**src/rtl/rot_pkg.sv**
```systemverilog
// -----------------------------------------------------------------------------
// rot_pkg
//   Shared constants and the golden rotate function for the rotator issue
//   controller (rot_issue), its result FIFO (rot_fifo) and the 32-bit right
//   rotator (rotate).
//
//   ROT_W      data width of the rotator
//   ROT_AW     width of the rotate amount
//   ROT_LAT    edges from din capture to dout valid inside the rotator
//   ROT_DEPTH  default result-FIFO depth / outstanding-request cap
//   rot_ref()  reference right-rotate, used as the golden model
// -----------------------------------------------------------------------------
package rot_pkg;

    localparam int ROT_W     = 32;
    localparam int ROT_AW    = 5;
    localparam int ROT_LAT   = 2;
    localparam int ROT_DEPTH = 4;

    // Right-rotate by concatenating the word with itself and shifting; the low
    // half then holds the rotated value for any amount 0..31.
    function automatic logic [ROT_W-1:0] rot_ref(input logic [ROT_W-1:0]  data,
                                                 input logic [ROT_AW-1:0] amt);
        logic [2*ROT_W-1:0] dbl;
        dbl = {data, data} >> amt;
        return dbl[ROT_W-1:0];
    endfunction

endpackage : rot_pkg

```
**src/rtl/rot_fifo.sv**
```systemverilog
// -----------------------------------------------------------------------------
// rot_fifo
//   Synchronous result FIFO, DEPTH x 32, not fall-through: a word pushed at an
//   edge becomes visible at the head only after that edge. Simultaneous push
//   and pop both happen and leave the occupancy unchanged. The head reads as
//   zero while the FIFO is empty so the downstream data bus is quiet.
//
//   Ports:
//     clock      in   rising-edge clock
//     reset      in   synchronous active-high reset (pointers and count)
//     push       in   write push_data at the tail
//     push_data  in   32
//     pop        in   drop the head
//     pop_data   out  32  head word (0 when empty)
//     count      out  log2(DEPTH)+1  occupancy
//     empty      out  count == 0
//     full       out  count == DEPTH
// -----------------------------------------------------------------------------
module rot_fifo
    import rot_pkg::*;
#(
    parameter int DEPTH = ROT_DEPTH
)(
    input  logic                     clock,
    input  logic                     reset,
    input  logic                     push,
    input  logic [ROT_W-1:0]         push_data,
    input  logic                     pop,
    output logic [ROT_W-1:0]         pop_data,
    output logic [$clog2(DEPTH):0]   count,
    output logic                     empty,
    output logic                     full
);

    localparam int AW = $clog2(DEPTH);

    logic [ROT_W-1:0] mem [DEPTH];

    logic [AW-1:0] wr_ptr_q, wr_ptr_d;
    logic [AW-1:0] rd_ptr_q, rd_ptr_d;
    logic [AW:0]   count_q,  count_d;
    logic          do_push;
    logic          do_pop;

    assign empty = (count_q == '0);
    assign full  = (count_q == (AW+1)'(DEPTH));

    // Guard against overflow/underflow even though the controller never
    // requests either.
    assign do_push = push && !full;
    assign do_pop  = pop  && !empty;

    // Pointers are log2(DEPTH) bits wide and wrap naturally.
    always_comb begin
        wr_ptr_d = wr_ptr_q;
        rd_ptr_d = rd_ptr_q;
        count_d  = count_q;
        if (do_push) begin
            wr_ptr_d = wr_ptr_q + AW'(1);
        end
        if (do_pop) begin
            rd_ptr_d = rd_ptr_q + AW'(1);
        end
        case ({do_push, do_pop})
            2'b10:   count_d = count_q + (AW+1)'(1);
            2'b01:   count_d = count_q - (AW+1)'(1);
            default: count_d = count_q;
        endcase
    end

    always_ff @(posedge clock) begin
        if (reset) begin
            wr_ptr_q <= '0;
            rd_ptr_q <= '0;
            count_q  <= '0;
        end else begin
            wr_ptr_q <= wr_ptr_d;
            rd_ptr_q <= rd_ptr_d;
            count_q  <= count_d;
        end
    end

    // Storage is not reset; stale words are unreachable once the pointers
    // and count are cleared.
    always_ff @(posedge clock) begin
        if (do_push) begin
            mem[wr_ptr_q] <= push_data;
        end
    end

    assign pop_data = empty ? '0 : mem[rd_ptr_q];
    assign count    = count_q;

endmodule : rot_fifo

```
**src/rtl/rot_issue.sv**
```systemverilog
// -----------------------------------------------------------------------------
// rot_issue
//   Issue/collect controller for the 32-bit right rotator. Accepted requests
//   drive the rotator's din combinationally in the accept cycle and its amount
//   one cycle later (the rotator applies amount one cycle after capturing din).
//   Two cycles after accept the rotator's dout is pushed into a result FIFO,
//   so downstream back-pressure never loses a result.
//
//   Ports:
//     clock       in   rising-edge clock, shared with the rotator
//     reset       in   synchronous active-high reset
//     in_valid    in   request present
//     in_ready    out  request accepted when in_valid && in_ready
//     in_data     in   32  word to rotate
//     in_amount   in   5   right-rotate amount
//     rot_din     out  32  to rotate.din (in_data on accept, else 0)
//     rot_amount  out  5   to rotate.amount (registered, lags din by 1)
//     rot_dout    in   32  from rotate.dout
//     out_valid   out  result at FIFO head
//     out_ready   in   consumer takes the head when out_valid && out_ready
//     out_data    out  32  rotated word at FIFO head
// -----------------------------------------------------------------------------
module rot_issue
    import rot_pkg::*;
#(
    parameter int DEPTH = ROT_DEPTH   // power of two, >= 2
)(
    input  logic              clock,
    input  logic              reset,
    input  logic              in_valid,
    output logic              in_ready,
    input  logic [ROT_W-1:0]  in_data,
    input  logic [ROT_AW-1:0] in_amount,
    output logic [ROT_W-1:0]  rot_din,
    output logic [ROT_AW-1:0] rot_amount,
    input  logic [ROT_W-1:0]  rot_dout,
    output logic              out_valid,
    input  logic              out_ready,
    output logic [ROT_W-1:0]  out_data
);

    localparam int CW = $clog2(DEPTH) + 1;

    logic [CW-1:0]     fifo_count;
    logic              fifo_empty;
    logic              fifo_full;
    logic              fifo_pop;

    logic              v1_q,  v1_d;    // request in rotator stage 1 (din captured)
    logic              v2_q,  v2_d;    // result valid on rot_dout this cycle
    logic [ROT_AW-1:0] amt_q, amt_d;   // skew register for the rotate amount

    logic [CW:0]       outstanding;
    logic              accept;

    // Every request accepted and not yet consumed holds a credit: those still
    // in the rotator (v1, v2) plus those buffered. A pop in this same cycle is
    // not credited back until the next cycle, which keeps in_ready free of
    // any combinational dependence on out_ready.
    assign outstanding = {1'b0, fifo_count} + (CW+1)'(v1_q) + (CW+1)'(v2_q);

    assign in_ready = !reset && !fifo_full && (outstanding < (CW+1)'(DEPTH));
    assign accept   = in_valid && in_ready;

    // din goes straight through so the rotator captures it at the accept edge;
    // the bus idles at zero otherwise.
    assign rot_din    = accept ? in_data : '0;
    assign rot_amount = amt_q;

    always_comb begin
        v1_d  = accept;
        v2_d  = v1_q;
        amt_d = amt_q;
        if (accept) begin
            amt_d = in_amount;
        end
    end

    always_ff @(posedge clock) begin
        if (reset) begin
            v1_q  <= 1'b0;
            v2_q  <= 1'b0;
            amt_q <= '0;
        end else begin
            v1_q  <= v1_d;
            v2_q  <= v2_d;
            amt_q <= amt_d;
        end
    end

    assign out_valid = !fifo_empty;
    assign fifo_pop  = out_valid && out_ready;

    rot_fifo #(
        .DEPTH (DEPTH)
    ) u_fifo (
        .clock     (clock),
        .reset     (reset),
        .push      (v2_q),
        .push_data (rot_dout),
        .pop       (fifo_pop),
        .pop_data  (out_data),
        .count     (fifo_count),
        .empty     (fifo_empty),
        .full      (fifo_full)
    );

endmodule : rot_issue

```
**config.mk**
```make
export PLATFORM = sky130hd
export DESIGN_NAME = rot_issue
export DESIGN_NICKNAME = d
export VERILOG_FILES = /design/src/rtl/rot_pkg.sv /design/src/rtl/rot_fifo.sv /design/src/rtl/rot_issue.sv
export SDC_FILE = /design/constraint.sdc
export NUM_CORES = 1
export LEC_CHECK = 0
export CELL_PAD_IN_SITES_DETAIL_PLACEMENT = 0
export CELL_PAD_IN_SITES_GLOBAL_PLACEMENT = 2
export CORE_MARGIN = 5
export CORE_UTILIZATION = 38
export DETAILED_ROUTE_END_ITERATION = 8
export PLACE_DENSITY_LB_ADDON = 0.1
export SYNTH_ARGS = -nofsm -noshare
export SYNTH_HDL_FRONTEND = slang
export SYNTH_SLANG_ARGS = --single-unit
```
**constraint.sdc**
```tcl
create_clock -name clock -period 5.52 [get_ports clock]
set_input_delay 0.552 -clock clock [delete_from_list [all_inputs] [get_ports clock]]
set_output_delay 0.552 -clock clock [all_outputs]
set_load 0.005 [all_outputs]
```
# Yosys cells after proc, flatten, opt, wreduce, memory -nomap -nowiden
# Memory sizes are Yosys's and may differ from the RTL's. A register that Yosys moved wholly into a read port is not among the register bits.
# Cells that the tools add are included.
word_totals:
  ramBits: 128
  out_inout_bits: 71
  mem_count: 1
  regBits: 14
  in_bits: 73
classes:
  n_reduce_logical: 11
  n_addsub: 6
  order_cmp: 1
  mux: 7
  eq_ne: 3
mem_list:
  columns: ["memory", "depth", "word_bits", "read_ports", "rd_clocked_by_memory_dff", "wr", "line", "rtl"]
  rows:
  - ["u_fifo.mem", 4, 32, 1, 1, 1, "rot_fifo.sv:37", "logic [ROT_W-1:0] mem [DEPTH];"]
ops:
  columns: ["operator", "count"]
  rows:
  - ["32-bit 2-to-1 mux", 2]
  - ["1-bit logical AND", 6]
  - ["3-bit case mux with 2 select lines", 1]
  - ["2-bit by 1-bit adder with 2-bit output (second input constant)", 2]
  - ["3-bit by 1-bit adder with 4-bit output", 1]
  - ["4-bit by 1-bit adder with 4-bit output", 1]
  - ["4-bit by 3-bit < comparator with 1-bit output (second input constant)", 1]
  - ["2-bit 2-to-1 mux", 2]
  - ["3-bit by 1-bit adder with 3-bit output (second input constant)", 1]
  - ["3-bit equality test (second input constant)", 1]
  - ["1-bit logical NOT", 3]
  - ["3-bit logical NOT", 1]
  - ["3-bit by 1-bit subtractor with 3-bit output (second input constant)", 1]
  - ["2-bit by 1-bit equality test with 1-bit output (second input constant)", 1]
  - ["2-bit equality test (second input constant)", 1]
  - ["1-bit 2-to-1 mux", 2]
  - ["2-bit nonzero test", 1]

# Depth between registers and ports, before layout
# Gate-level depths: netlist (run 1).
depth:
  word_depth: 6
  depth_mapped: 9

# By module
# From an unflattened synthesis (run 1), not the netlist that was laid out.
unflattened:
  cells_unflattened: 318
  hier_area_um2: 5978.2
by_module_without_submodules:
  columns: ["mod", "cells_per_inst", "area_per_inst_um2", "n_inst", "seq_area_each_um2"]
  rows:
  - ["rot_fifo", 256, 5421.4, 1, 4023.9]
  - ["rot_issue", 62, 556.8, 1, 140.1]

# Worst setup path after synthesis (run 1)
# Ideal clock, no wire load.
synth_timing:
  path_kind: "register to register"
  start: "register u_fifo.count_q[2] (netlist: u_fifo.count[2])"
  end: "register u_fifo.count_q[2] (netlist: u_fifo.count[2])"
  setup_slack_ps: 3360
  stages_incl_launch_ff: 10
  required_ps: 5449
  arrival_ps: 2090
  synth_period_minus_slack_ps: 2160
  setup_ps: 71
  cell_sequence: "dfxtp_1 > or3b_1 > clkbuf_2 > nand2_1 > ha_1 > inv_1 > fa_1 > xor2_1 > or3_1 > a21oi_1"
synth_via:
  elab_chain_cells: 6
synth_rtl:
  columns: ["element", "line", "rtl"]
  rows:
  - ["from (decl)", "rot_fifo.sv:41", "logic [AW:0] count_q, count_d;"]
  - ["from (signal assigned)", "rot_fifo.sv:79", "count_q <= count_d;"]
  - ["3-bit logical NOT", "rot_fifo.sv:45", "assign empty = (count_q == '0);"]
  - ["1-bit logical NOT", "rot_fifo.sv:51, rot_issue.sv:91", null]
  - ["1-bit logical AND", "rot_issue.sv:92", "assign fifo_pop = out_valid && out_ready;"]
  - ["1-bit logical AND", "rot_fifo.sv:51", "assign do_pop = pop && !empty;"]
  - ["2-bit by 1-bit equality test with 1-bit output or 2-bit equality test (tied branches)", "rot_fifo.sv:64", "case ({do_push, do_pop})"]
  - ["3-bit case mux with 2 select lines or 2-bit nonzero test (tied branches)", null, null]
# Several ways; a longest one is shown, not always the timed one.
# A chain may end at the register's enable or synchronous reset.

# Final worst setup path (run 1)
layout_timing:
  start: "input port reset"
  end: "output port rot_din[15]"
layout_via:
  elab_chain_cells: 5
layout_rtl:
  columns: ["element", "line", "rtl"]
  rows:
  - ["from (decl)", "rot_issue.sv:29", "input logic reset,"]
  - ["1-bit logical NOT", "rot_issue.sv:62", "assign in_ready = !reset && !fifo_full && (outstanding < (CW+1)'(DEPTH));"]
  - ["1-bit logical AND (2 in a row)", "rot_issue.sv:62", null]
  - ["1-bit logical AND", "rot_issue.sv:63", "assign accept = in_valid && in_ready;"]
  - ["32-bit 2-to-1 mux", "rot_issue.sv:67", "assign rot_din = accept ? in_data : '0;"]
  - ["to (decl)", "rot_issue.sv:34", "output logic [ROT_W-1:0] rot_din,"]
# No other way between the ends.

==> results of run 1 <==
worst max path at each step:
stage	start	end	slack [ps]	depth (start not counted)
2_1_floorplan	u_fifo.count[2]	u_fifo.count[2]	3360	9
3_5_place_dp	reset	rot_din[4]	2080	6
4_1_cts	reset	rot_din[15]	2080	6
3_3_place_gp	reset	rot_din[14]	2120	6
5_1_grt	reset	rot_din[4]	1940	6
6_report	reset	rot_din[15]	2110	6
critical path: stages:
cell	delay [ps]
clkdlybuf4s50_1	700
a211o_1	430
nor3b_2	160
buf_4	310
and2_1	170
clkdlybuf4s50_1	510
cell usage after synthesis:
| cell | instances | area, um^2 |
|---|---|---|
| clkbuf_2 | 1 | 5.000 |
| mux4_2 | 32 | 720.7 |
| nor2_1 | 7 | 26.28 |
| buf_2 | 2 | 10.01 |
| o311ai_0 | 1 | 8.760 |
| nand3_1 | 2 | 10.01 |
| buf_4 | 4 | 30.03 |
| nor3b_2 | 1 | 12.51 |
| mux2_2 | 5 | 56.30 |
| and2_1 | 32 | 200.2 |
| or3b_1 | 1 | 8.760 |
| o31ai_1 | 1 | 7.510 |
| o21ai_0 | 1 | 5.000 |
| dfxtp_1 | 16 | 320.3 |
| clkbuf_1 | 4 | 15.01 |
| buf_6 | 2 | 22.52 |
| buf_1 | 4 | 15.01 |
| edfxtp_1 | 128 | 3844 |
| nand2_1 | 1 | 3.750 |
| or3_1 | 1 | 6.260 |
| ha_1 | 6 | 75.07 |
| inv_1 | 7 | 26.28 |
| a21o_1 | 2 | 15.01 |
| fa_1 | 1 | 20.02 |
| nor2b_1 | 38 | 237.7 |
| xor2_1 | 4 | 35.03 |
| and3_1 | 5 | 31.28 |
| nor3_2 | 1 | 10.01 |
| a211o_1 | 1 | 8.760 |
| a21oi_1 | 4 | 20.02 |
report_power, final:
group / total, mW / leakage, nW / internal, mW / switching, mW
combinational: 0.767 / 1.06 / 0.467 / 0.301
clock: 0.999 / 0.258 / 0.608 / 0.391
sequential: 1.28 / 1.29 / 1.22 / 0.0546
layout by cell type, fill, tap and decap left out, drive strengths merged, types with 2 or more instances in the layout:
cell,netlist,layout
xor2,4,4
clkdlybuf4s50,0,143
nand3,2,2
inv,7,7
dfxtp,16,16
and3,5,5
buf,12,3
clkinv,0,8
nor2b,38,38
mux2,5,5
clkbuf,5,22
edfxtp,128,128
and2,32,32
a21o,2,2
a21oi,4,4
nor2,7,7
mux4,32,32
ha,6,6
layout make-up:
| type | instances | area (um^2) |
|---|---|---|
| flip-flops and latches | 144 | 4167 |
| inverters | 7 | 26.28 |
| well taps | 188 | 235.2 |
| clock buffers | 22 | 444.2 |
| repair buffers | 146 | 1454 |
| clock inverters | 9 | 68.82 |
| fillers | 1241 | 7164 |
| multi-input cells | 147 | 1530 |
routing by layer:
metal | vias to the layer above | part of all wire, % | global-route usage [%]
met5 | - | 0 | 0
met4 | 0 | 1.5 | 5.143
met3 | 14 | 10 | 7.251
met2 | 132 | 48 | 22.01
met1 | 1556 | 40 | 16.13
li1 | 1496 | - | -
kinds of logic after synthesis:
family	after synthesis
flops	144
simple gates	89
mux	37
buf+inv	24
compound gates	10
fa+ha+maj	7
xor+xnor	4
registers in the layout, summed over array words and instances, names as in the netlist, named ones only:
name             cells
rot_amount           5
v1_q                 1
u_fifo.count         3
u_fifo.mem         128
u_fifo.wr_ptr_q      2
v2_q                 1
u_fifo.rd_ptr_q      2
metrics by stage:
stage	cells	hold WS, ps	cell area (um^2)
after floorplan	315	429.7	5807
after global placement	632	445.0	7412
after detailed placement	632	461.4	7412
after CTS	663	473.7	7925
after global routing	663	493.9	7925
final	663	468.5	7925
==> flow_summary.yaml, run 1 <==
clock_tree:
  insertion_delay_ps: 410
  ctsHoldBuffers: 0
  clock_sinks: 144
  h-tree-depth: 4
  cts_buffers: 17
  cts_tree: "built"
  cts-root-buf: "clkbuf_16"
  clock_path_buffers: 2
  clk_pin_slew_ps: 60
  postCtsResizedCells: 0
  cts_setup_buffers: 0
yosys:
  synth-adder-area-share_pct: 1.638
  synth_compound_area_share_pct: 1.120
  syn_inst: 315
  syn_avg_cell_area_um2: 18.43
  syn_area_um2: 5807
  ys_ff_latch: 144
  synth_top_family_by_area: "multiplexers"
  synth-xor-area-share_pct: 0.6033
  syn_nets: 395
  yosys.cell_types.count: 30
  yosys_warnings: 0
  yosysSeqAreaShare_pct: 71.71
  synthMuxAreaShare_pct: 13.38
  synth_simple_gate_area_share_pct: 9.416
setup_path:
  cp_max_fo: 38
  arrival_ps: 2860
  r2r-start: "u_fifo.count[2]"
  worstPathRequired_ps: 4970
  r2r_end: "u_fifo.count[2]"
  reg2regPathDepth: 8
  cp-start-kind: "input pin"
  reg2reg_slack_ps: 3110
  worstSetupEndpointType: "primary output"
  critPathKind: "in2out"
route:
  drt_wl_total_um: 11820
  via_per_inst: 4.824
  dr.pass1.iters: 4
  drc: 0
  wl_per_cell_um: 17.83
  ant_nets: 0
  dr.first_iter.drc_count: 109
  vias: 3198
global_routing:
  antenna_found_initial: 0
  grt_pass1_wl_um: 18500
  grt_max_degree: 39
  grt_pass1_vias: 3502
  track_usage_pct: 13.88
  grt_overflow: 0
sta:
  max_slew_margin_pct: 37.58
  hold_viol: 0
  period_share_pct: 61.77
  setup_viol: 0
  fin_ws_ps: 2110
  min_period_ps: 3410
  finalClockSkew_ps: 5.131
  clock.fmax_mhz: 293.3
  worst_pin_slew_ps: 936.4
  setup_tns_ps: 0
  rsz0062_at_grt: "false"
  drv_slew: 0
layout:
  layout.nets: 543
  drive_gt1_share_pct: 15.37
  n_antenna_cell: 0
  post-route-util_pct: 52.52
  areaGrowthSynthToFinish_pct: 36.48
power_and_ir_drop:
  ir_drop_mv: 0.2039
  totalPowerFinal_mw: 3.045
  power_leakage_nw: 2.608
  power_density_nw_per_um2: 384.2
min_path:
  whs_path_depth: 1
  hold_start: "v1_q"
  whs_endpoint: "v2_q"
  hp-class: "reg2reg"
placement:
  dp_hpwl_um: 7303
  dp_slack_ps: 2084
  numPortBuffers: 143
  place_congestion: 0.7141
die:
  die_h_um: 133.6
  num_rows: 45
  io_pins: 144
  initial_core_util_pct: 38.48
  core_area_um2: 15090
  dieArea_um2: 17850
  die_x_um: 133.6
run:
  drv_cap: 0
status:
  run_status: "completed"
(Power assumes the default switching activity.)
==> inputs of run 2 (changes only) <==
--- a/config.mk
+++ b/config.mk
@@ -8,7 +8,7 @@
 export CELL_PAD_IN_SITES_DETAIL_PLACEMENT = 0
 export CELL_PAD_IN_SITES_GLOBAL_PLACEMENT = 2
 export CORE_MARGIN = 5
-export CORE_UTILIZATION = 38
+export CORE_UTILIZATION = 35
 export DETAILED_ROUTE_END_ITERATION = 8
 export PLACE_DENSITY_LB_ADDON = 0.1
 export SYNTH_ARGS = -nofsm -noshare
==> constraint.sdc (replaced) <==
create_clock -name clock -period 3.4 [get_ports clock]
set_input_delay 0.34 -clock clock [delete_from_list [all_inputs] [get_ports clock]]
set_output_delay 0.34 -clock clock [all_outputs]
set_load 0.005 [all_outputs]
==> run 2 against run 1 <==
- critical path depth is the same
- utilization fell by 3.0 points
- via count is 0.34% lower
- global-route usage is 0.95 points lower
- die area is 7.9% higher
- sequential power up 60%
- design area grew 2.6%
- final cell count increased by 5.4%
- critical path type is now reg2out
- critical endpoint is now rot_din[21]
==> flow_summary.yaml, run 2 (synthesis results as in run 1) <==
setup_path:
  cp-start-kind: "flip-flop"
  arrival_ps: 2590
  worstSetupEndpointType: "primary output"
  critPathKind: "reg2out"
  cp_max_fo: 37
  reg2reg_slack_ps: 1020
  worstPathRequired_ps: 3060
route:
  ant_nets: 0
  top_layer: "met4"
  met2_length_um: 5825
  wl_met3_um: 1093
  vias: 3187
  dr.first_iter.drc_count: 151
  wl_per_cell_um: 17.01
  drc: 0
  wl_met1_um: 4778
  dr.pass1.iters: 4
  via_per_inst: 4.559
  drt_wl_total_um: 11890
placement:
  dpl.cell_count: 667
  postPlaceCellArea_um2: 7487
  place_congestion: 0.6879
  numPortBuffers: 143
  dp_hpwl_um: 7452
clock_tree:
  postCtsResizedCells: 0
  insertion_delay_ps: 410
  clock_sinks: 144
  h-tree-depth: 4
  cts_setup_buffers: 0
  ctsHoldBuffers: 0
  cts_buffers: 17
  clk_pin_slew_ps: 50
  cts_tree: "built"
  cts-root-buf: "clkbuf_16"
  clock_path_buffers: 2
layout:
  largest_register_ffs: 128
  largest-register: "u_fifo.mem"
  layout_common_cells: "clkdlybuf4s50_1 (143), edfxtp_1 (128), nor2b_1 (38), mux4_2 (32), and2_1 (32)"
  fill_cells: 1394
  seq_area_um2: 4167
  layout_commonest_cell: "clkdlybuf4s50_1"
  n_antenna_cell: 0
  areaGrowthSynthToFinish_pct: 39.99
  fin_area_um2: 8129
  post-route-util_pct: 49.55
  drive_gt1_share_pct: 16.70
  layout.cells.non_filler: 699
  layout.nets: 546
  multi_input_area_um2: 1530
sta:
  max_slew_margin_pct: 40.27
  worst_pin_slew_ps: 895.9
  drv_slew: 0
  setup_viol: 0
  period_share_pct: 86.28
  clock.fmax_mhz: 340.9
  hold_viol: 0
  finalClockSkew_ps: 5.788
  rsz0062_at_grt: "false"
  setup_tns_ps: 0
  min_period_ps: 2934
power_and_ir_drop:
  totalPowerFinal_mw: 5.307
  power_density_nw_per_um2: 652.8
  power_leakage_nw: 2.674
  ir_drop_mv: 0.4199
global_routing:
  grt_overflow: 0
  grt_max_degree: 38
  track_usage_pct: 12.93
  grt_pass1_vias: 3553
  grt_pass1_wl_um: 18870
  antenna_found_initial: 0
status:
  run_status: "completed"
die:
  dieArea_um2: 19270
  num_rows: 47
  core_area_um2: 16410
  io_pins: 144
  initial_core_util_pct: 35.39
  die_x_um: 138.8
  die_h_um: 138.8
run:
  drv_cap: 0
min_path:
  hp-class: "reg2reg"
## run 2: routing by layer
layer / up-vias / track usage (%)
li1: 1501 / -
met1: 1540 / 14.83
met2: 131 / 20.97
met3: 15 / 5.897
met4: 0 / 5.561
met5: - / 0
## run 2: metrics by stage
step / hold slack, ps / setup slack (ps)
after floorplan: 429.7 / 1240
after CTS: 454.6 / 406.8
final: 454.5 / 466.4
after global routing: 490.0 / 253.5
after global placement: 439.7 / 792.4
after detailed placement: 441.7 / 762.7
## run 2: final cells by class
| cell class | instances | area share, % |
|---|---|---|
| Sequential cell | 144 | 51.25 |
| Multi-Input combinational cell | 147 | 18.82 |
| Timing Repair Buffer | 149 | 18.32 |
| Clock buffer | 19 | 5.326 |
| Tap cell | 220 | 3.386 |
| Clock inverter | 13 | 2.570 |
| Inverter | 7 | 0.3232 |
## run 2: power breakdown
group          switching (mW)  leakage (nW)  internal (mW)
Sequential             0.0645          1.29           1.99
Combinational           0.499          1.08          0.772
Clock                   0.681         0.306           1.30
## run 2: critical path, cell delays in order (launching register included)
cell and delay, ps:
dfxtp_1 490, ha_1 290, and3_1 200, nor3b_2 200, buf_4 310, and2_1 170
clkdlybuf4s50_1 510
## run 2: final timing paths
path	endpoint	from	cells after the start
hold / removal	v2_q	v1_q	1
setup / recovery	rot_din[21]	v2_q	6
hold reg to reg	v2_q	v1_q	1
setup reg to reg	u_fifo.count[2]	u_fifo.count[2]	8
